## config.mk

```make
export PLATFORM = sky130hd
export DESIGN_NAME = blowfish_round_ctrl
export DESIGN_NICKNAME = d
export VERILOG_FILES = /design/src/rtl/blowfish_round_ctrl.sv
export SDC_FILE = /design/constraint.sdc
export NUM_CORES = 1
export LEC_CHECK = 0
export ABC_AREA = 0
export BUFFER_PORTS_ARGS = -buffer_cell sky130_fd_sc_hd__buf_4
export CAP_MARGIN = 5
export CORE_ASPECT_RATIO = 1.25
export CORE_UTILIZATION = 25
export CTS_BUF_LIST = sky130_fd_sc_hd__clkbuf_4
export DETAILED_ROUTE_END_ITERATION = 8
export PLACE_DENSITY = 0.45
export SLEW_MARGIN = 30
export SYNTH_ARGS = -nofsm -noshare
export SYNTH_HDL_FRONTEND = slang
export SYNTH_SLANG_ARGS = --single-unit
```

## constraint.sdc

```tcl
create_clock -name clk -period 2.65 [get_ports clk]
set_clock_uncertainty 0.15 [all_clocks]
set_input_delay 0 -clock clk [delete_from_list [all_inputs] [get_ports clk]]
set_output_delay 0 -clock clk [all_outputs]
set_load 0.01 [all_outputs]
```

## src/rtl/blowfish_round_ctrl.sv

```systemverilog
// Blowfish 16-round Feistel sequencer around a shared F-function and external P-array port.
// Define BLOWFISH_DECRYPT_EN to enable the decrypt P-index map selected by `mode`.
module blowfish_round_ctrl #(
  parameter int unsigned F_LAT = 2
) (
  input  logic        clk,
  input  logic        rst,
  input  logic        in_valid,
  output logic        in_ready,
  input  logic [63:0] in_data,
  input  logic        mode,
  output logic        out_valid,
  input  logic        out_ready,
  output logic [63:0] out_data,
  output logic [4:0]  p_addr,
  input  logic [31:0] p_data,
  output logic [31:0] f_in,
  input  logic [31:0] f_out,
  output logic        busy,
  output logic [3:0]  round
);

  typedef enum logic [2:0] {IDLE, RD, FW, FIN1, FIN2, DONE} state_t;

  state_t      state;
  logic [31:0] xl, xr;
  logic [3:0]  rnd, cnt;
  logic [4:0]  p_addr_q;

  logic [4:0]  addr_first, addr_next, addr_fin_r, addr_fin_l;

`ifdef BLOWFISH_DECRYPT_EN
  logic mode_q;

  always_ff @(posedge clk or posedge rst) begin
    if (rst)
      mode_q <= 1'b0;
    else if (state == IDLE && in_valid)
      mode_q <= mode;
  end

  // decrypt walks P backwards: round r uses P[17-r], so the next round is P[16-r]
  always_comb begin
    addr_first = mode ? 5'd17 : 5'd0;
    addr_next  = mode_q ? (5'd16 - {1'b0, rnd}) : ({1'b0, rnd} + 5'd1);
    addr_fin_r = mode_q ? 5'd1 : 5'd16;
    addr_fin_l = mode_q ? 5'd0 : 5'd17;
  end
`else
  logic unused_mode;
  assign unused_mode = mode;

  always_comb begin
    addr_first = 5'd0;
    addr_next  = {1'b0, rnd} + 5'd1;
    addr_fin_r = 5'd16;
    addr_fin_l = 5'd17;
  end
`endif

  always_ff @(posedge clk or posedge rst) begin
    if (rst) begin
      state    <= IDLE;
      xl       <= '0;
      xr       <= '0;
      rnd      <= '0;
      cnt      <= '0;
      p_addr_q <= '0;
    end else begin
      case (state)
        IDLE: begin
          if (in_valid) begin
            xl       <= in_data[63:32];
            xr       <= in_data[31:0];
            rnd      <= '0;
            p_addr_q <= addr_first;
            state    <= RD;
          end
        end
        RD: begin
          xl    <= xl ^ p_data;
          cnt   <= 4'(F_LAT - 1);
          state <= FW;
        end
        FW: begin
          if (cnt == '0) begin
            if (rnd != 4'd15) begin
              xl       <= xr ^ f_out;
              xr       <= xl;
              rnd      <= rnd + 4'd1;
              p_addr_q <= addr_next;
              state    <= RD;
            end else begin
              // last round leaves the halves unswapped
              xr       <= xr ^ f_out;
              p_addr_q <= addr_fin_r;
              state    <= FIN1;
            end
          end else begin
            cnt <= cnt - 4'd1;
          end
        end
        FIN1: begin
          xr       <= xr ^ p_data;
          p_addr_q <= addr_fin_l;
          state    <= FIN2;
        end
        FIN2: begin
          xl    <= xl ^ p_data;
          state <= DONE;
        end
        DONE: begin
          if (out_ready)
            state <= IDLE;
        end
        default: state <= IDLE;
      endcase
    end
  end

  assign in_ready  = (state == IDLE);
  assign out_valid = (state == DONE);
  assign busy      = (state != IDLE);
  assign out_data  = {xl, xr};
  assign f_in      = xl;
  assign p_addr    = p_addr_q;
  assign round     = rnd;

endmodule

```

Yosys cells after proc, flatten, opt, wreduce, memory -nomap -nowiden --
Cells that the tools add are included.
Storage, ports and cells: bits of input ports 133, word-level logic and storage cells 59, output and inout port bits 108, flip-flop bits (word level) 80
Operators by class: reductions and logical operators 13, bitwise logic cells 3, muxes and demuxes 23, add/sub/neg operators 3, eq/ne operators 11
Operators by type and width (number):
- 32-bit two-way mux | 6
- 32-bit case mux with 3 select lines | 2
- 32-bit XOR | 3
- 3-bit case mux with 6 select lines | 1
- 4-bit two-way mux | 4
- 4-bit case mux with 2 select lines | 2
- 5-bit two-way mux | 3
- 5-bit case mux with 3 select lines | 1
- 3-bit two-way mux | 3
- 3-bit nonzero test | 3
- 2-bit != test (second input constant) | 4
- 4-bit AND reduction | 2
- 3-bit by 2-bit equality test with 1-bit output (second input constant) | 2
- 3-bit equality test (second input constant) | 2
- 3-bit AND reduction | 2
- 4-bit by 1-bit adder with 5-bit output (second input constant) | 1
- 4-bit by 1-bit adder with 4-bit output (second input constant) | 1
- 4-bit zero test | 1
- 4-bit != test (second input constant) | 1
- 2-bit nonzero test | 2
- 4-bit by 1-bit subtractor with 4-bit output (second input constant) | 1
- 3-bit by 1-bit equality test with 1-bit output (second input constant) | 1
- 3-bit zero test | 1
- 2-bit two-way mux | 1
- other kinds (3) | 3

Longest topological paths before layout --
word-level depth 4, mapped depth 8, depth with buffers taken out 6

Worst setup path before layout --
Ideal clock, no wire load.
path kind reg2reg, start register rnd[0], in the netlist round[0], end register xl[0], in the netlist f_in[0], cell stages (with the launch flop) 8, period minus slack after synthesis 2188 ps, setup time 125 ps, setup slack 462 ps, arrival 1913 ps, data required time 2375 ps, buffers on the path 2, path through dfrtp_1 ha_1 clkbuf_1 nand3_1 nand2_1 o221ai_2 buf_4 mux2_2
On the way: word-level cells in the longest chain between the ends 3
Ends and longest elaborated chain:
- from (decl) | RTL line 27 | logic [3:0] rnd, cnt;
- from (signal assigned) | RTL line 90 | rnd <= rnd + 4'd1;
- 4-bit != test | RTL line 87 | if (rnd != 4'd15) begin
- 2-bit != test (no source line)
- 4-bit AND reduction (no source line)
- to (signal assigned) | RTL line 81 | xl <= xl ^ p_data;
- to (signal assigned) | RTL line 88 | xl <= xr ^ f_out;
- to (signal assigned) | RTL line 109 | xl <= xl ^ p_data;
- to (decl) | RTL line 26 | logic [31:0] xl, xr;
No other way between the ends. A chain may end at the register's enable or synchronous reset.

Worst setup path after layout --
start register rnd[3], in the netlist round[3], end register xr[20]
On the way: word-level cells in the longest chain between the ends 4
Ends and longest elaborated chain:
- 4-bit != test | RTL line 87
- 32-bit two-way mux | RTL line 87
- 32-bit two-way mux | RTL line 86 | if (cnt == '0) begin
- 32-bit case mux with 3 select lines | RTL line 70 | case (state)
- to (signal assigned) | RTL line 74 | xr <= in_data[31:0];
- to (signal assigned) | RTL line 89 | xr <= xl;
- to (signal assigned) | RTL line 95 | xr <= xr ^ f_out;
- to (decl) | RTL line 26
No other way between the ends. The select of a mux whose other input is x is not followed.

==> metrics.md <==
| Metric | Value |
|---|---|
| Outcome | complete, no violations |
| Yosys warns | 0 |
| Nature of the critical path startpoint | register |
| Die Footprint | 25400 um2 |
| Worst path cell trace | buf_4 > and3_2 > buf_4 > a211oi_1 > a211oi_1 > o32ai_2 > dlygate4sd3_1 |
| Critical Path AT | 2800 ps |
| Placement Setup Slack | 345 ps |
| Design area | 9990 um2 |
| Placer congestion estimate | 0.748 |
| RR Startpoint | round[3] |
| Drt via density | 4.99 |
| Area post-placement | 8170 um2 |
| Hold EP | xr[8] |
| Final wirelength | 26500 um |
| Slowest CP cell | dlygate4sd3_1 |
| Top-count cell post-synth | dfrtp_1 |
| Core footprint | 24000 um2 |
| Clock slew at reported path FFs | 170 ps |
| First-pass GRT wire length | 39700 um |
| Max Buffers Root-to-Sink | 2 |
| Total CTS buffers | 9 |
| Hold Crit Class | input pin to register |
| Final Max Slew Viols | 0 |
| Share of cells above drive strength 1 | 0.335 |
| Hold_sp | in_data[8] |
| Synthesized instance count | 710 |
| Unrepaired setup endpoints after global routing | yes |
| Sequential fraction of the synthesis area | 0.324 |
| Critical path's top delay family | buffers and inverters |
| MaxCap Viol Count | 0 |
| Yosys cell types | 48 |
| Peak VDD IR | 0.454 mV |
| Peak Freq | 385 MHz |
| Hold Crit Depth | 4 |
| Placed wire-length estimate | 16900 um |
| Setup TNS | 0 ps |
| Leak pwr | 4.33 nW |
| # setup viols final | 0 |
| Post-synth EDFFs | 0 |
| Syn nets | 846 |
| Post-layout min period | 2600 ps |
| Yosys top cell area share | 0.324 |
| Critical path required time | 2850 ps |
| Slew margin rel. | 0.641 |
| Rows | 63 |
| Flop-to-flop setup slack | 50 ps |
| WL/cell | 19.2 um |
| Final setup margin | 50.1 ps |
| CP Buf/Inv Count | 3 |
| Initial antenna violation count | 2 |
| Worst slew pin tran | 533 ps |
| DR iter-0 viols | 278 |
| Layout Nets | 1188 |
| Syn_area_per_cell | 8.71 um2 |
| Final period utilization | 0.981 |
| Overflow left after global routing | 0 |
| Die H | 178 um |
| Drt drc | 0 |
| CP Max Fanout | 20 |
| Seq cells post-synth | 80 |
| Clk_lat worst skew | 470 ps |
| Worst Reg2Reg Path Length in Cells | 7 |
| Post-route core utilization | 0.417 |
| Reg-to-reg endpoint | xr[20] |
| Reg area | 2010 um2 |
| CTS sink count | 80 |
| Crit path kind | register to register |
| Hold Vio Cnt, Final | 0 |
| Commonest cells post-synth | dfrtp_1 (80), nor2_1 (74), a211oi_1 (54) |
| Antenna viol nets, final | 0 |
| Synth area leaders | dfrtp_1 (32%), a211oi_1 (6.6%), mux2_2 (6.0%), a221o_1 (5.2%), xnor2_1 (4.8%) |
| TritonCTS clock tree | done |
| Largest net degree at the start of global routing | 57 |
| Vias in the first global route | 6888 |
| Die X | 143 um |
| Fillers | 2440 |
| Initial core utilization | 0.258 |
| IO Pins | 241 |
| Yosys top cell by area | dfrtp_1 |
| Top FF cell, synth | dfrtp_1 |
| Mapped Area | 6180 um2 |
| All-Layer GR Usage | 0.207 |
| Asr flop ratio synth | 1.00 |
| Vias post-DR | 6911 |
| CP max stage delay | 560 ps |
| Pre-antenna DRT Iters | 4 |
| Setup crit end kind | register |
| Area taken by multi-input logic gates | 3600 um2 |
| H-tree depth | 3 |
| Root Driver | clkbuf_4 |
| Port Buf Inserts | 239 |
| Post-synthesis to final-layout area growth | 61.7% |
| PD cells | 1140 nW/um2 |
[tightest hold or removal path: stages]
cell and delay, ps:
dlygate4sd3_1 540, buf_4 130, nor2_1 90, o32ai_1 80
[layer usage]
layer  vias up  wire, um  global-route usage
met5         -         0                   0
met1      3385     11600               0.268
met4         0       340              0.0587
met3        24      1170              0.0213
li1       3275         -                   -
met2       227     13400               0.362
[where the power goes]
part	total [W]	switching, W	internal [W]	leakage (nW)
Sequential	0.00266	0.000814	0.00185	0.964
Combinational	0.00797	0.00395	0.00402	3.29
Clock	0.000794	0.000501	0.000294	0.0722
[repair_timing]
| item | in CTS | in global routing |
|---|---|---|
| resized for setup | 0 | 16 |
| hold buffers | 152 | 0 |
| buffers inserted | 0 | 7 |
| setup endpoints to repair | 0 | 20 |
| endpoints found under the hold margin | 146 | 0 |
[metrics by stage]
stage / hold slack (ps) / cells / power (W)
after floorplan: 38.9 / 710 / 0.00728
after global placement: -92.2 / 1205 / 0.00981
after detailed placement: -95.4 / 1205 / 0.00985
after CTS: 186 / 1373 / 0.0112
after global routing: 228 / 1383 / 0.0123
final: 227 / 1384 / 0.0114
[worst max-delay path by stage]
stage,start,end,cells after the start
after global routing,round[3],xr[20],7
after global placement,state[0],f_in[11],4
after floorplan,rst,cnt[0],1
after CTS,state[0],xr[21],7
final,round[3],xr[20],7
after detailed placement,state[0],f_in[4],4
[cell families after synthesis]
logic type / count (synthesis) / synth area share
AND/OR/NAND/NOR: 132 / 0.103
multiplexers: 33 / 0.0601
flip-flops: 80 / 0.324
XOR/XNOR: 66 / 0.0935
AO/OA/AOI/OAI: 258 / 0.301
adder cells (fa/ha/maj): 3 / 0.00607
buffers and inverters: 138 / 0.112
[layout make-up]
type / instances / area share
diodes: 2 / 0.000501
clock inverters: 6 / 0.00601
inverters: 38 / 0.0144
flip-flops and latches: 80 / 0.201
well taps: 325 / 0.0407
multi-input cells: 492 / 0.360
repair buffers: 431 / 0.370
clock buffers: 10 / 0.00751
[state kept, by name (all words and copies together) (netlist names)]
name	count
f_in	32
state	3
p_addr	5
cnt	4
xr	32
round	4
[cell usage in the layout (no fill, tap or decap), drive strengths merged, types with 2 or more instances in the layout]
cell	n
a311oi	11
nand2	7
a221oi	2
and3	3
a31oi	32
dfrtp	80
inv	37
clkbuf	10
o211ai	2
xor2	32
clkinvlp	2
nor2	74
buf	279
ha	3
nor3	3
nand2b	2
diode	2
a21oi	37
a32o	2
o32ai	32
o21ai	41
clkinv	4
dlygate4sd3	152
nor2b	2
mux2	33
a221o	32
and2	32
o21a	2
a21o	4
a211oi	54
xnor2	34
Note: power is estimated with default switching activity, not from simulation.
